### src/rtl/mm_arbiter.sv
// Two-port round-robin arbiter and sequencer in front of mainmemory; one access in flight at a time.
// Build option: define MMARB_BOUNDS_CHECK_EN to reject line addresses >= ENTRIES without touching memory.
module mm_arbiter #(
    parameter int ENTRIES    = 256,
    parameter int RD_TIMEOUT = 8
) (
    input  logic         clk,
    input  logic         rst_n,
    input  logic         rq0_req,
    input  logic         rq0_we,
    input  logic [26:0]  rq0_addr,
    input  logic [31:0]  rq0_be,
    input  logic [255:0] rq0_wd,
    output logic         rq0_ack,
    output logic         rq0_rvalid,
    output logic [255:0] rq0_rd,
    output logic         rq0_err,
    input  logic         rq1_req,
    input  logic         rq1_we,
    input  logic [26:0]  rq1_addr,
    input  logic [31:0]  rq1_be,
    input  logic [255:0] rq1_wd,
    output logic         rq1_ack,
    output logic         rq1_rvalid,
    output logic [255:0] rq1_rd,
    output logic         rq1_err,
    output logic [26:0]  mm_a,
    output logic [31:0]  mm_be,
    output logic [255:0] mm_wd,
    output logic         mm_write,
    output logic         mm_read,
    input  logic [255:0] mm_rd,
    input  logic         mm_valid,
    output logic         busy
);

    localparam int CNT_W = $clog2(RD_TIMEOUT + 1);
`ifdef MMARB_BOUNDS_CHECK_EN
    localparam bit BOUNDS_EN = 1'b1;
`else
    localparam bit BOUNDS_EN = 1'b0;
`endif

    typedef enum logic [2:0] {
        S_IDLE,
        S_RD_ISSUE,
        S_RD_WAIT,
        S_WR_ADDR,
        S_WR_DATA,
        S_DONE
    } state_t;

    state_t             state_q, state_d;
    logic               last_grant_q, last_grant_d;
    logic               gnt_q, gnt_d;
    logic               we_q, we_d;
    logic [26:0]        addr_q, addr_d;
    logic [31:0]        be_q, be_d;
    logic [255:0]       wd_q, wd_d;
    logic               err_q, err_d;
    logic               oob_q, oob_d;
    logic [CNT_W-1:0]   cnt_q, cnt_d;
    logic [255:0]       rd0_q, rd0_d;
    logic [255:0]       rd1_q, rd1_d;

    logic               sel;
    logic [26:0]        sel_addr;
    logic               addr_oob;
    logic               ack_now;

    always_comb begin
        // NOTE: every always_comb target gets a default first so no path can infer a latch.
        state_d      = state_q;
        last_grant_d = last_grant_q;
        gnt_d        = gnt_q;
        we_d         = we_q;
        addr_d       = addr_q;
        be_d         = be_q;
        wd_d         = wd_q;
        err_d        = err_q;
        oob_d        = oob_q;
        cnt_d        = cnt_q;
        rd0_d        = rd0_q;
        rd1_d        = rd1_q;
        sel          = (rq0_req && rq1_req) ? ~last_grant_q : rq1_req;
        sel_addr     = sel ? rq1_addr : rq0_addr;
        addr_oob     = BOUNDS_EN && ({5'd0, sel_addr} >= 32'(ENTRIES));

        unique case (state_q)
            S_IDLE: begin
                if (rq0_req || rq1_req) begin
                    gnt_d        = sel;
                    last_grant_d = sel;
                    we_d         = sel ? rq1_we : rq0_we;
                    addr_d       = sel_addr;
                    be_d         = sel ? rq1_be : rq0_be;
                    wd_d         = sel ? rq1_wd : rq0_wd;
                    err_d        = 1'b0;
                    cnt_d        = '0;
                    if (addr_oob) begin
                        err_d   = 1'b1;
                        oob_d   = 1'b1;
                        state_d = S_DONE;
                    end else begin
                        state_d = (sel ? rq1_we : rq0_we) ? S_WR_ADDR : S_RD_ISSUE;
                    end
                end
            end
            S_RD_ISSUE: begin
                cnt_d   = '0;
                state_d = S_RD_WAIT;
            end
            S_RD_WAIT: begin
                if (mm_valid) begin
                    if (gnt_q) rd1_d = mm_rd;
                    else       rd0_d = mm_rd;
                    state_d = S_DONE;
                end else if (cnt_q == CNT_W'(RD_TIMEOUT - 1)) begin
                    err_d   = 1'b1;
                    state_d = S_DONE;
                end else begin
                    cnt_d = cnt_q + 1'b1;
                end
            end
            S_WR_ADDR: state_d = S_WR_DATA;
            S_WR_DATA: state_d = S_DONE;
            S_DONE: begin
                // An out-of-range grant spends one silent cycle here so its ack lands at G+2.
                if (oob_q) oob_d = 1'b0;
                else       state_d = S_IDLE;
            end
            default: state_d = S_IDLE;
        endcase
    end

    // NOTE: sequential state uses non-blocking assignments so every flop samples pre-edge values.
    always_ff @(posedge clk) begin
        if (!rst_n) begin
            state_q      <= S_IDLE;
            last_grant_q <= 1'b1;
            gnt_q        <= 1'b0;
            we_q         <= 1'b0;
            addr_q       <= '0;
            be_q         <= '0;
            wd_q         <= '0;
            err_q        <= 1'b0;
            oob_q        <= 1'b0;
            cnt_q        <= '0;
            rd0_q        <= '0;
            rd1_q        <= '0;
        end else begin
            state_q      <= state_d;
            last_grant_q <= last_grant_d;
            gnt_q        <= gnt_d;
            we_q         <= we_d;
            addr_q       <= addr_d;
            be_q         <= be_d;
            wd_q         <= wd_d;
            err_q        <= err_d;
            oob_q        <= oob_d;
            cnt_q        <= cnt_d;
            rd0_q        <= rd0_d;
            rd1_q        <= rd1_d;
        end
    end

    assign ack_now    = (state_q == S_DONE) && !oob_q;
    assign rq0_ack    = ack_now && !gnt_q;
    assign rq1_ack    = ack_now && gnt_q;
    assign rq0_rvalid = rq0_ack && !we_q && !err_q;
    assign rq1_rvalid = rq1_ack && !we_q && !err_q;
    assign rq0_err    = rq0_ack && err_q;
    assign rq1_err    = rq1_ack && err_q;
    assign rq0_rd     = rd0_q;
    assign rq1_rd     = rd1_q;

    assign mm_a     = addr_q;
    assign mm_be    = be_q;
    assign mm_wd    = wd_q;
    assign mm_read  = (state_q == S_RD_ISSUE);
    assign mm_write = (state_q == S_WR_DATA);
    assign busy     = (state_q != S_IDLE);

endmodule

### config.mk
export PLATFORM = sky130hd
export DESIGN_NAME = mm_arbiter
export DESIGN_NICKNAME = d
export VERILOG_FILES = /design/src/rtl/mm_arbiter.sv
export SDC_FILE = /design/constraint.sdc
export NUM_CORES = 2
export LEC_CHECK = 0
export CAP_MARGIN = 15
export CORE_AREA = 4 4 664 666
export CTS_CLUSTER_SIZE = 28
export DETAILED_ROUTE_END_ITERATION = 10
export DIE_AREA = 0 0 668 670
export SLEW_MARGIN = 30
export SYNTH_ARGS = -nofsm -noshare
export SYNTH_HDL_FRONTEND = slang
export SYNTH_SLANG_ARGS = --single-unit
### constraint.sdc
create_clock -name clk -period 1.8 [get_ports clk]
set_clock_uncertainty 0.2 [all_clocks]
set_input_delay 0.27 -clock clk [delete_from_list [all_inputs] [get_ports clk]]
set_output_delay 0.27 -clock clk [all_outputs]
set_load 0.005 [all_outputs]
==> flow_summary.json <==
{
  "yosys-top-cells-area": "dfxtp_1 50%, a21oi_1 12%, a311oi_1 8.2%",
  "period_needed_ns": 2.47,
  "tightest_slew_ns": 0.806,
  "ir_worst_vdd_mv": 0.758,
  "synth_area_um2": 33600,
  "via_per_inst": 3.84,
  "die_area_um2": 448000,
  "min_from": "rq1_wd[170]",
  "fmax_ghz": 0.406,
  "status": "finished with violations",
  "max_slew_margin": 0.463,
  "ys.warnings.count": 0,
  "synth.yosys.seq_area_share": 0.500,
  "worst_setup_path_end_kind": "output pin",
  "synth_top_area_frac": 0.500,
  "path_max_fanout": 3,
  "area_delta_synth_final_pct": 140,
  "cts_num_sinks": 838,
  "portBuffers": 1728,
  "power.density_nw_per_um2": 867,
  "yosysMostFrequentCell": "dfxtp_1",
  "critPathRequiredTime_ns": 1.33,
  "met1_usage": 0.166,
  "clk_latency_ns": 0.84,
  "dp.cells": 11442,
  "antenna_found_initial": 266,
  "start_util": 0.0773,
  "via_count": 49576,
  "crit_type": "reg2out",
  "grt_pass1_vias": 45400,
  "ys_top_cells_by_count": "838 x dfxtp_1, 837 x a21oi_1, 631 x nand2_1",
  "core_um2": 434000,
  "hold_viol": 0,
  "drive_gt1_frac": 0.344,
  "grt_max_degree": 130,
  "globalRouteMet3Util": 0.0673,
  "async_flop_share": 0,
  "synth_ff_type": "dfxtp_1",
  "top_usage_layer": "met2",
  "finalPower_mw": 69.8,
  "fin_cells": 12909,
  "ant_nets": 0,
  "post-place-ws_ns": -0.791,
  "startpoint": "state_q[1]",
  "finalSetupViolations": 1152,
  "die_h_um": 670,
  "grt_pass1_wl_um": 496000,
  "nNetsFinal": 7834,
  "clk_pin_slew_worst_paths_ns": 0.06,
  "violations": "negative setup slack",
  "drc": 0,
  "die_w_um": 668,
  "cts_tree": "done",
  "io_pins": 1729,
  "fp-row-count": 242,
  "place_hpwl_um": 334000,
  "rsz0062_at_grt": "yes",
  "min_period_over_period": 1.37,
  "setup_tns_ns": -303.51,
  "p_leak_nw": 28.8,
  "first_pass_iters": 5,
  "hold_class": "in2reg",
  "crit_arrival_ns": 2.00,
  "maxCapViolCount": 0,
  "syn-num-nets": 5089,
  "grt_remaining_overflow": 0,
  "ys_ff_latch": 838,
  "slew_violations": 0,
  "drt_iter0_drc": 5149,
  "synth-edff-count": 0,
  "finalWirelength_um": 420000,
  "syn_area_per_cell_um2": 8.00,
  "gp_congestion": 1.06,
  "netlist_instances": 4195,
  "grt_util_all_layers": 0.169,
  "cts_max_level": 3,
  "wire_per_inst_um": 32.5,
  "setup_slack_ns": -0.665,
  "numCtsBuffers": 105,
  "r2r-start": "state_q[1]",
  "ys_types": 37,
  "use_met2": 0.299,
  "cts_root_buffer": "clkbuf_16",
  "cp-start-kind": "flop",
  "yosys.area.top_type": "dfxtp_1",
  "clk_path_buf_depth": 4
}
==> critical path, stage by stage (launching register included) <==
cell      delay (ns)
dfxtp_4         0.34
nand3b_1        0.22
buf_4           0.18
nor4_4          0.14
buf_4           0.16
buf_12          0.12
==> timing repair <==
action	4_1_cts	5_1_grt
pin swaps	35	226
resized for setup	3681	513
hold endpoints to repair	829	0
setup endpoints to repair	1669	1557
cloned	27	96
hold buffers	884	0
buffers inserted	57	70
==> worst paths after layout <==
| kind | to | slack, ns | cells past startpoint |
|---|---|---|---|
| max | rq1_rvalid | -0.67 | 5 |
| min | mm_wd[170] | 0.07 | 3 |
| max reg2reg | mm_wd[118] | -0.60 | 12 |
| min reg2reg | rq1_rd[44] | 0.26 | 2 |
==> cells by family (layout without fill, tap and decap cells) <==
group / Yosys count / in the layout / share of synthesized area
AOI/OAI and AO/OA: 1677 / 1677 / 0.286
adders and majority gates: 1 / 1 / 0.000373
buffers and inverters: 505 / 3328 / 0.0606
DFF: 838 / 838 / 0.500
muxes: 1 / 1 / 0.000298
other: 0 / 157 / 0
and+or+nand+nor: 1173 / 1173 / 0.153
==> metrics by stage <==
stage / hold WS, ns / util / cell area [um^2]
5_1_grt: 0.00427 / 0.185 / 80300
3_5_place_dp: 0.262 / 0.140 / 60600
2_1_floorplan: 0.146 / - / 33600
3_3_place_gp: 0.256 / 0.140 / 60600
6_report: 0.0720 / 0.185 / 80500
4_1_cts: 0.00317 / 0.173 / 75200
==> routing by layer <==
layer / wire length, um / share of wire
met1: 133000 / 0.32
met2: 208000 / 0.50
met3: 45100 / 0.11
met4: 32100 / 0.077
met5: 944 / 0.0022
==> sequential cells by signal, indices dropped and copies added (netlist names) <==
signal	flops
cnt_q	4
err_q	1
gnt_q	1
last_grant_q	1
mm_a	27
mm_be	32
mm_wd	256
rq0_rd	256
rq1_rd	256
state_q	3
we_q	1
==> placed cells by master, fill, tap and decap left out, types with 271 or more instances in the layout <==
| cell type | count |
|---|---|
| dlygate4sd3_1 | 884 |
| nand3_1 | 450 |
| buf_12 | 271 |
| nand2_1 | 629 |
| buf_6 | 476 |
| a21oi_1 | 697 |
| o21ai_0 | 395 |
| buf_4 | 309 |
| clkdlybuf4s50_1 | 892 |
| dfxtp_2 | 533 |
==> where the power goes <==
group	internal (mW)	switching, mW	leakage (nW)
logic	12.8	13.0	20.1
registers	20.6	1.68	7.10
clock network	12.3	9.45	1.67
total	45.7	24.1	28.8
==> cell type report <==
type / instances / area [um^2]
multi-input cells: 2852 / 16500
inverters: 4 / 35.0
clock buffers: 146 / 2950
diodes: 157 / 393
clock inverters: 39 / 440
fillers: 47891 / 354000
flip-flops and latches: 838 / 17700
well taps: 5734 / 7170
repair buffers: 3139 / 35300
(Power assumes the default switching activity.)
